$ cat src/rtl/intdiv_if.sv
// intdiv_if: operand/result handshake bundle for the intdiv sequential divider.
// Ports (via modports): in_valid/in_ready/A/B operand side, out_valid/out_ready/Y/R/overflow result side.
// master = producer/consumer around the divider, slave = the divider itself.
interface intdiv_if #(
  parameter int WIDTH = 8
);
  logic             in_valid;
  logic             in_ready;
  logic [WIDTH-1:0] A;
  logic [WIDTH-1:0] B;
  logic             out_valid;
  logic             out_ready;
  logic [WIDTH-1:0] Y;
  logic [WIDTH-1:0] R;
  logic             overflow;

  modport master (
    output in_valid, A, B, out_ready,
    input  in_ready, out_valid, Y, R, overflow
  );

  modport slave (
    input  in_valid, A, B, out_ready,
    output in_ready, out_valid, Y, R, overflow
  );
endinterface

$ cat src/rtl/intdiv.sv
// intdiv: signed restoring divider, one quotient bit per cycle, Y truncated toward zero, R signed like A.
// Latency: WIDTH cycles from accept to out_valid (1 cycle for divide-by-zero); one op per WIDTH+2 cycles.
// Backpressure: result held stable in DONE while out_ready=0; operands accepted only in IDLE.
// Ports: i_clk, i_rst (async, active-high), io_div (intdiv_if.slave: A/B in, Y/R/overflow out).
// Build option: INTDIV_SAT_EN -- overflowing results saturate Y instead of wrapping.
module intdiv #(
  parameter int WIDTH = 8
) (
  input  logic     i_clk,
  input  logic     i_rst,
  intdiv_if.slave  io_div
);

  localparam int CW = $clog2(WIDTH);
  localparam logic [WIDTH-1:0] MAX_POS = {1'b0, {(WIDTH-1){1'b1}}};
  localparam logic [WIDTH-1:0] MIN_NEG = {1'b1, {(WIDTH-1){1'b0}}};

  typedef enum logic [1:0] {
    IDLE = 2'd0,
    CALC = 2'd1,
    DONE = 2'd2
  } state_t;

  state_t           r_state;
  state_t           w_state_nxt;

  // r_dvd holds |A| and fills with quotient bits from the bottom as it shifts,
  // so after WIDTH shifts it holds the unsigned quotient.
  logic [WIDTH-1:0] r_dvd;
  logic [WIDTH-1:0] r_dsr;
  logic [WIDTH-1:0] r_rem;
  logic [CW-1:0]    r_cnt;
  logic             r_neg_q;
  logic             r_neg_r;
  logic             r_ovf_pend;
  logic [WIDTH-1:0] r_y;
  logic [WIDTH-1:0] r_r;
  logic             r_ovf;

  logic             w_accept;
  logic             w_div0;
  logic             w_min_neg1;
  logic             w_last;
  logic [WIDTH-1:0] w_a_mag;
  logic [WIDTH-1:0] w_b_mag;
  logic [WIDTH:0]   w_rem_shift;
  logic [WIDTH:0]   w_diff;
  logic             w_qbit;
  logic [WIDTH-1:0] w_rem_nxt;
  logic [WIDTH-1:0] w_q_nxt;
  logic [WIDTH-1:0] w_y_fix;
  logic [WIDTH-1:0] w_r_fix;
  logic [WIDTH-1:0] w_y_div0;

  assign io_div.in_ready  = (r_state == IDLE) & ~i_rst;
  assign io_div.out_valid = (r_state == DONE);
  assign io_div.Y         = r_y;
  assign io_div.R         = r_r;
  assign io_div.overflow  = r_ovf;

  assign w_accept   = io_div.in_valid & io_div.in_ready;
  assign w_div0     = (io_div.B == '0);
  assign w_min_neg1 = (io_div.A == MIN_NEG) && (io_div.B == '1);
  assign w_last     = (r_cnt == CW'(WIDTH-1));

  // Unsigned magnitudes: |MIN| is representable as an unsigned WIDTH-bit value.
  assign w_a_mag = io_div.A[WIDTH-1] ? (~io_div.A + 1'b1) : io_div.A;
  assign w_b_mag = io_div.B[WIDTH-1] ? (~io_div.B + 1'b1) : io_div.B;

  // One restoring step: shift in next dividend bit, trial-subtract the divisor.
  assign w_rem_shift = {r_rem, r_dvd[WIDTH-1]};
  assign w_diff      = w_rem_shift - {1'b0, r_dsr};
  assign w_qbit      = ~w_diff[WIDTH];
  assign w_rem_nxt   = w_qbit ? w_diff[WIDTH-1:0] : w_rem_shift[WIDTH-1:0];
  assign w_q_nxt     = {r_dvd[WIDTH-2:0], w_qbit};

  assign w_r_fix = r_neg_r ? (~w_rem_nxt + 1'b1) : w_rem_nxt;

`ifdef INTDIV_SAT_EN
  assign w_y_fix  = r_ovf_pend ? MAX_POS : (r_neg_q ? (~w_q_nxt + 1'b1) : w_q_nxt);
  assign w_y_div0 = io_div.A[WIDTH-1] ? MIN_NEG : MAX_POS;
`else
  // MIN/-1 needs no special case: the unsigned quotient 2^(WIDTH-1) wraps to MIN.
  assign w_y_fix  = r_neg_q ? (~w_q_nxt + 1'b1) : w_q_nxt;
  assign w_y_div0 = '1;
`endif

  always_ff @(posedge i_clk or posedge i_rst) begin
    if (i_rst) begin
      r_state <= IDLE;
    end else begin
      r_state <= w_state_nxt;
    end
  end

  always_comb begin
    w_state_nxt = r_state;
    case (r_state)
      IDLE: begin
        if (w_accept) begin
          w_state_nxt = w_div0 ? DONE : CALC;
        end
      end
      CALC: begin
        if (w_last) begin
          w_state_nxt = DONE;
        end
      end
      DONE: begin
        if (io_div.out_ready) begin
          w_state_nxt = IDLE;
        end
      end
      default: w_state_nxt = IDLE;
    endcase
  end

  always_ff @(posedge i_clk or posedge i_rst) begin
    if (i_rst) begin
      r_dvd      <= '0;
      r_dsr      <= '0;
      r_rem      <= '0;
      r_cnt      <= '0;
      r_neg_q    <= 1'b0;
      r_neg_r    <= 1'b0;
      r_ovf_pend <= 1'b0;
      r_y        <= '0;
      r_r        <= '0;
      r_ovf      <= 1'b0;
    end else begin
      if (w_accept) begin
        if (w_div0) begin
          r_y   <= w_y_div0;
          r_r   <= io_div.A;
          r_ovf <= 1'b1;
        end else begin
          r_dvd      <= w_a_mag;
          r_dsr      <= w_b_mag;
          r_neg_q    <= io_div.A[WIDTH-1] ^ io_div.B[WIDTH-1];
          r_neg_r    <= io_div.A[WIDTH-1];
          r_ovf_pend <= w_min_neg1;
          r_rem      <= '0;
          r_cnt      <= '0;
        end
      end else if (r_state == CALC) begin
        r_dvd <= w_q_nxt;
        r_rem <= w_rem_nxt;
        r_cnt <= r_cnt + 1'b1;
        if (w_last) begin
          r_y   <= w_y_fix;
          r_r   <= w_r_fix;
          r_ovf <= r_ovf_pend;
        end
      end
    end
  end

endmodule
$ cat src/flat_wrapper.sv
// flat-port wrapper written by rule: the top's interface ports become plain ports
module intdiv_flat 
#(
  parameter int WIDTH = 8
)
  (i_clk, i_rst, io_div_in_valid, io_div_A, io_div_B, io_div_out_ready, io_div_in_ready, io_div_out_valid, io_div_Y, io_div_R, io_div_overflow);
  intdiv_if #(.WIDTH(WIDTH)) io_div_i ();
  input  logic i_clk;
  input  logic i_rst;
  input wire logic [$bits(io_div_i.in_valid)-1:0] io_div_in_valid;
  input wire logic [$bits(io_div_i.A)-1:0] io_div_A;
  input wire logic [$bits(io_div_i.B)-1:0] io_div_B;
  input wire logic [$bits(io_div_i.out_ready)-1:0] io_div_out_ready;
  output wire logic [$bits(io_div_i.in_ready)-1:0] io_div_in_ready;
  output wire logic [$bits(io_div_i.out_valid)-1:0] io_div_out_valid;
  output wire logic [$bits(io_div_i.Y)-1:0] io_div_Y;
  output wire logic [$bits(io_div_i.R)-1:0] io_div_R;
  output wire logic [$bits(io_div_i.overflow)-1:0] io_div_overflow;
  assign io_div_i.in_valid = io_div_in_valid;
  assign io_div_i.A = io_div_A;
  assign io_div_i.B = io_div_B;
  assign io_div_i.out_ready = io_div_out_ready;
  assign io_div_in_ready = io_div_i.in_ready;
  assign io_div_out_valid = io_div_i.out_valid;
  assign io_div_Y = io_div_i.Y;
  assign io_div_R = io_div_i.R;
  assign io_div_overflow = io_div_i.overflow;
  intdiv #(.WIDTH(WIDTH)) u_core (.i_clk(i_clk), .i_rst(i_rst), .io_div(io_div_i));
endmodule
$ cat config.mk
export PLATFORM = sky130hd
export DESIGN_NAME = intdiv_flat
export DESIGN_NICKNAME = d
export VERILOG_FILES = /design/src/rtl/intdiv_if.sv /design/src/rtl/intdiv.sv /design/src/flat_wrapper.sv
export SDC_FILE = /design/constraint.sdc
export NUM_CORES = 1
export LEC_CHECK = 0
export ABC_AREA = 0
export BUFFER_PORTS_ARGS = -buffer_cell sky130_fd_sc_hd__buf_4
export CAP_MARGIN = 20
export CORE_ASPECT_RATIO = 2
export CORE_MARGIN = 2
export CORE_UTILIZATION = 55
export CTS_CLUSTER_DIAMETER = 40
export CTS_CLUSTER_SIZE = 12
export DETAILED_ROUTE_END_ITERATION = 10
export PLACE_DENSITY = 0.76
export SLEW_MARGIN = 20
export SYNTH_ARGS = -nofsm -noshare
export SYNTH_HDL_FRONTEND = slang
export SYNTH_SLANG_ARGS = --single-unit
$ cat constraint.sdc
create_clock -name i_clk -period 4.79 [get_ports i_clk]
set_input_delay 0.7185 -clock i_clk [delete_from_list [all_inputs] [get_ports i_clk]]
set_output_delay 0.7185 -clock i_clk [all_outputs]
set_load 0.005 [all_outputs]
* After elaboration in Yosys (flattened, before gate mapping)
Index checks and enable logic that the tools add are counted.
** Word-level totals
- Register bits after elaboration :: 49
- Input bits :: 20
- Output and inout bits :: 19
- Word-level logic and storage cells :: 77
** Operators by class
- Add/subtract/negate cells :: 6
- Eq/ne operators :: 10
- Muxes and demuxes :: 31
- Bitwise operators :: 10
- Reductions and logical operators :: 9
** Operators with widths (count)
- $mux 8 :: 19
- $add 8x1->8 const B :: 4
- $not 8->8 :: 4
- $eq 8x8->1 const B :: 2
- $mux 3 :: 3
- $sub 9x8->9 :: 1
- $logic_not 8->1 :: 1
- $mux 2 :: 4
- $ne 2x2->1 const B :: 3
- $pmux 2 s3 :: 1
- $reduce_and 3->1 :: 2
- $mux 1 :: 4
- $ne 2x1->1 const B :: 2
- $reduce_and 2->1 :: 2
- $reduce_bool 2->1 :: 2
- $add 3x1->3 const B :: 1
- $eq 3x3->1 const B :: 1
- $not 1->1 :: 3
- $and 1x1->1 :: 2
- $eq 2x1->1 const B :: 1
- $eq 2x2->1 const B :: 1
- $logic_not 2->1 :: 1
- $logic_and 1x1->1 :: 1
- $xor 1x1->1 :: 1

* Longest topological paths before layout
- Depth after elaboration :: 8
- Depth in mapped cells :: 14

* Worst setup path after synthesis
Ideal clock, no wire load.
- Path type :: register to register
- Start point :: reg u_core.r_dvd[7]
- End point :: reg u_core.r_y[6] (netlist: u_core.io_div.Y[6])
- Library setup time :: 137 ps
- Arrival time :: 2848 ps
- Data required time :: 4653 ps
- Slack :: 1804 ps
- Stages on the path, launching flop included :: 15
- Clock period less this slack :: 2986 ps
- Cell sequence :: dfrtp_1 -> inv_1 -> ha_1 -> inv_1 -> fa_1 -> a21o_1 -> a221oi_4 -> mux2i_2 -> nand2_4 -> inv_4 -> ha_1 -> inv_1 -> o31ai_1 -> xor2_1 -> a21oi_1
** Between the ends
- Word-level cells in the longest chain between the ends :: 8
** Ends and longest elaborated chain
- from (decl) :: RTL line intdiv.sv:29 : logic [WIDTH-1:0] r_dvd;
- from (signal assigned) :: RTL line intdiv.sv:137 : r_dvd <= w_a_mag;
- from (signal assigned) :: RTL line intdiv.sv:146 : r_dvd <= w_q_nxt;
- $sub 9x8->9 :: RTL line intdiv.sv:72 : assign w_diff = w_rem_shift - {1'b0, r_dsr};
- $not 1->1 :: RTL line intdiv.sv:73 : assign w_qbit = ~w_diff[WIDTH];
- $not 8->8 :: RTL line intdiv.sv:84 : assign w_y_fix = r_neg_q ? (~w_q_nxt + 1'b1) : w_q_nxt;
- $add 8x1->8 :: RTL line intdiv.sv:84
- $mux 8 :: RTL line intdiv.sv:84
- $mux 8 :: RTL line intdiv.sv:149 : if (w_last) begin
- $mux 8 :: RTL line intdiv.sv:145 : end else if (r_state == CALC) begin
- $mux 8 :: RTL line intdiv.sv:131 : if (w_accept) begin
- to (signal assigned) :: RTL line intdiv.sv:133 : r_y <= w_y_div0;
- to (signal assigned) :: RTL line intdiv.sv:150 : r_y <= w_y_fix;
- to (decl) :: RTL line intdiv.sv:36 : logic [WIDTH-1:0] r_y;
No other way between the ends. The select of a mux whose other input is x is not followed.
A chain may end at the register's enable or synchronous reset.

* Worst setup path after layout
Same ends and word-level chain as after synthesis.

==> flow_summary.json <==
{
  "ctsHoldBuffers": 0,
  "end_kind": "flop",
  "ir_worst_vdd_v": 0.000441,
  "dpl-instance-area_um2": 3580,
  "n_antenna_cell": 0,
  "ant_nets": 0,
  "hold_viol": 0,
  "grt_pass1_vias": 2743,
  "rsz0062_at_grt": "false",
  "final_design_area_no_fill_um2": 3750,
  "comb_power_share_pct": 59.8,
  "globalplace.congestion": 0.919,
  "worstReg2RegStart": "u_core.r_dvd[7]",
  "p_leak_nw": 1.71,
  "setup_viol": 0,
  "boundaryPins": 39,
  "crit_type": "reg -> reg",
  "whs_endpoint": "u_core.io_div.R[2]",
  "startpoint_type": "flop",
  "ys_types": 49,
  "yosysSeqAreaShare_pct": 37.4,
  "firstDrtPassIters": 8,
  "netlist_instances": 383,
  "grtUsageMet2_pct": 49.3,
  "avgViaCountPerCell": 6.17,
  "use_met3_pct": 3.89,
  "yosysWarningCount": 0,
  "cts_sinks": 49,
  "cp_max_fo": 16,
  "async_reset_ff_share_pct": 100,
  "htreeDepth": 2,
  "fmax_ghz": 0.296,
  "crit_chain": "inv_1 -> ha_1 -> inv_1 -> fa_1 -> a21o_1 -> a221oi_4 -> mux2i_2 -> nand2_4 -> inv_4 -> ha_1 -> inv_1 -> o31ai_1 -> xor2_1 -> a21oi_1",
  "cpMaxStageDelayCell": "mux2i_2",
  "antenna_found_initial": 0,
  "power.switching_mw": 1.39,
  "tightest_slew_ps": 842,
  "busiest_layer": "met2",
  "route.detailed.drc": 3,
  "p_int_mw": 1.61,
  "hold_path_startpoint": "u_core.io_div.R[2]",
  "layout_min_cycle_time_ps": 3380,
  "portBuffers": 38,
  "switching_share_pct": 46.4,
  "grt_max_degree": 50,
  "power.density_nw_per_um2": 802,
  "path_delay_family": "compound AO/OA/AOI/OAI gates",
  "clock_latency_ps": 290,
  "postCtsSetupBuffers": 0,
  "regToRegEndpoint": "u_core.io_div.Y[6]",
  "fp.coreArea_um2": 5760,
  "p_seq_share_pct": 26.7,
  "drv_cap": 0,
  "finalCritPeriodShare_pct": 70.6,
  "fin_tns_setup_ps": 0,
  "required_ps": 4940,
  "routed_wl_mm": 8.53,
  "clk_pin_slew_ps": 70,
  "synthTopCellsByArea": "dfrtp_1 (37%), ha_1 (5.3%), o21ai_0 (5.3%)",
  "fin_nets": 447,
  "worst_r2r_path_depth": 14,
  "drt_iter0_markers": 164,
  "grt_pass1_wl_mm": 13.3,
  "cp_common_cell": "inv_1",
  "grt-ovfl-total": 0,
  "slew_headroom_pct": 43.8,
  "dr_total_vias": 2923,
  "ctsResizeCount": 0,
  "areaGrowthSynthToFinish_pct": 14.3,
  "hold_depth": 2,
  "synthFlopType": "dfrtp_1",
  "failed_checks": "DRC",
  "syn_nets": 418,
  "synth_edf_count": 0,
  "crit_path_max_incr_delay_ps": 460,
  "post_drt_wl_per_cell_um": 18.0,
  "start_util_pct": 56.9,
  "synth.cell_area_um2": 3280,
  "num_rows": 39,
  "crit_buf_inv": 4,
  "root_buffer": "clkbuf_16",
  "outcome": "finished with violations",
  "yosys.area.top_type": "dfrtp_1",
  "rrSetupSlack_ps": 1410,
  "ys_ff_latch": 49,
  "die_y_um": 113,
  "hpwlAfterDp_mm": 6.53,
  "netlist.area_leader.share_pct": 37.4,
  "hp-class": "reg -> reg",
  "drive_gt1_share_pct": 14.3,
  "die-area_um2": 6630,
  "clock_skew_ps": 3.31,
  "cts_max_path_buffers": 2,
  "numCtsBuffers": 5,
  "track_usage_pct": 26.7,
  "drv_slew": 0,
  "die_w_um": 58.6,
  "arrival_ps": 3530,
  "p_clk_share_pct": 13.6,
  "postSynthAreaPerCell_um2": 8.56,
  "cts_tree": "built",
  "met1_usage_pct": 26.5
}
## area by class of cell
type	instances	area, um2
Clock buffer	5	125
Clock inverter	3	43.8
Fill cell	508	2010
Inverter	22	86.3
Multi-Input combinational cell	295	1900
Sequential cell	49	1230
Tap cell	61	76.3
Timing Repair Buffer	39	293
## per-stage QoR
stage	util (%)	worst slack [ps]	hold slack, ps	std cells	total power, mW
after floorplan	-	1800	439	383	2.09
after detailed placement	62.1	1460	468	466	2.58
after CTS	65.1	1430	483	474	2.99
after global placement	62.1	1530	453	466	2.54
final	65.1	1410	482	474	3.01
after global routing	65.1	1160	506	474	3.24
## sequential cells by signal, summed over array words and instances (netlist names)
signal / count
u_core.r_neg_r: 1
u_core.r_dvd: 8
u_core.io_div.R: 8
u_core.r_ovf_pend: 1
u_core.r_dsr: 8
u_core.io_div.overflow: 1
u_core.r_neg_q: 1
u_core.r_rem: 8
u_core.r_cnt: 3
u_core.r_state: 2
u_core.io_div.Y: 8
## synthesized netlist by cell type, types with 2 or more instances
cell type	count
a211o_1	2
a211oi_1	3
a21boi_0	2
a21o_1	4
a21oi_1	32
a31oi_1	4
and2_1	4
and3b_1	2
buf_2	5
clkbuf_1	12
dfrtp_1	49
ha_1	14
inv_1	21
mux2i_1	8
nand2_1	44
nand2b_1	5
nand3_1	14
nand3b_1	2
nand4_1	3
nand4b_1	2
nor2_1	33
nor2b_1	5
nor3_1	5
nor4_1	3
o2111ai_1	2
o211ai_1	3
o211ai_2	2
o21ai_0	35
o21ai_1	2
o31ai_1	7
o41ai_1	2
or3_1	5
xnor2_1	15
xor2_1	17
## worst max path at each step
stage	start	endpoint	slack, ps	depth (start not counted)
after floorplan	u_core.r_dvd[7]	u_core.io_div.Y[6]	1800	14
after CTS	u_core.r_dvd[7]	u_core.io_div.Y[6]	1430	14
final	u_core.r_dvd[7]	u_core.io_div.Y[6]	1410	14
after global placement	u_core.r_dvd[7]	u_core.io_div.Y[6]	1530	14
after global routing	u_core.r_dvd[7]	u_core.io_div.Y[6]	1160	14
after detailed placement	u_core.r_dvd[7]	u_core.io_div.Y[6]	1460	14
## worst reg2reg max path: cells and delay by family (launching register included)
kind	cells	cell delay, ps
multiplexers	1	460
XOR/XNOR	1	170
buffers and inverters	4	380
AND/OR/NAND/NOR	1	230
flip-flops	1	420
AO/OA/AOI/OAI	4	850
adder cells (fa/ha/maj)	3	760
## power by group through the flow
| stage | Sequential, mW | Combinational (mW) | Clock (mW) |
|---|---|---|---|
| finish | 0.801 | 1.80 | 0.408 |
| global route | 0.822 | 1.99 | 0.428 |
| CTS | 0.796 | 1.79 | 0.410 |
| detailed placement | 0.804 | 1.77 | 0 |
| global placement | 0.795 | 1.74 | 0 |
| floorplan | 0.742 | 1.35 | 0 |
## routing by layer
layer	part of all wire, %	vias to the layer above
met5	0	-
met4	5.8	0
met3	3.5	30
met2	55	88
met1	36	1411
li1	-	1394
## cells by family after synthesis
kind of cell,share of synthesized area (%)
multiplexers,3.21
AO/OA/AOI/OAI,20.2
XOR/XNOR,8.55
flip-flops,37.4
adder cells (fa/ha/maj),5.95
AND/OR/NAND/NOR,20.0
buffers and inverters,4.73
## cell usage in the layout, fill, tap and decap left out, types with 7 or more instances in the layout
cell type,Yosys,routed
a21oi_1,32,32
mux2i_1,8,8
inv_1,21,20
xnor2_1,15,15
nand2_1,44,44
xor2_1,17,17
o31ai_1,7,7
ha_1,14,14
buf_4,0,39
dfrtp_1,49,49
nand3_1,14,14
nor2_1,33,33
o21ai_0,35,35
No activity file was read; power rests on OpenSTA's default activity.
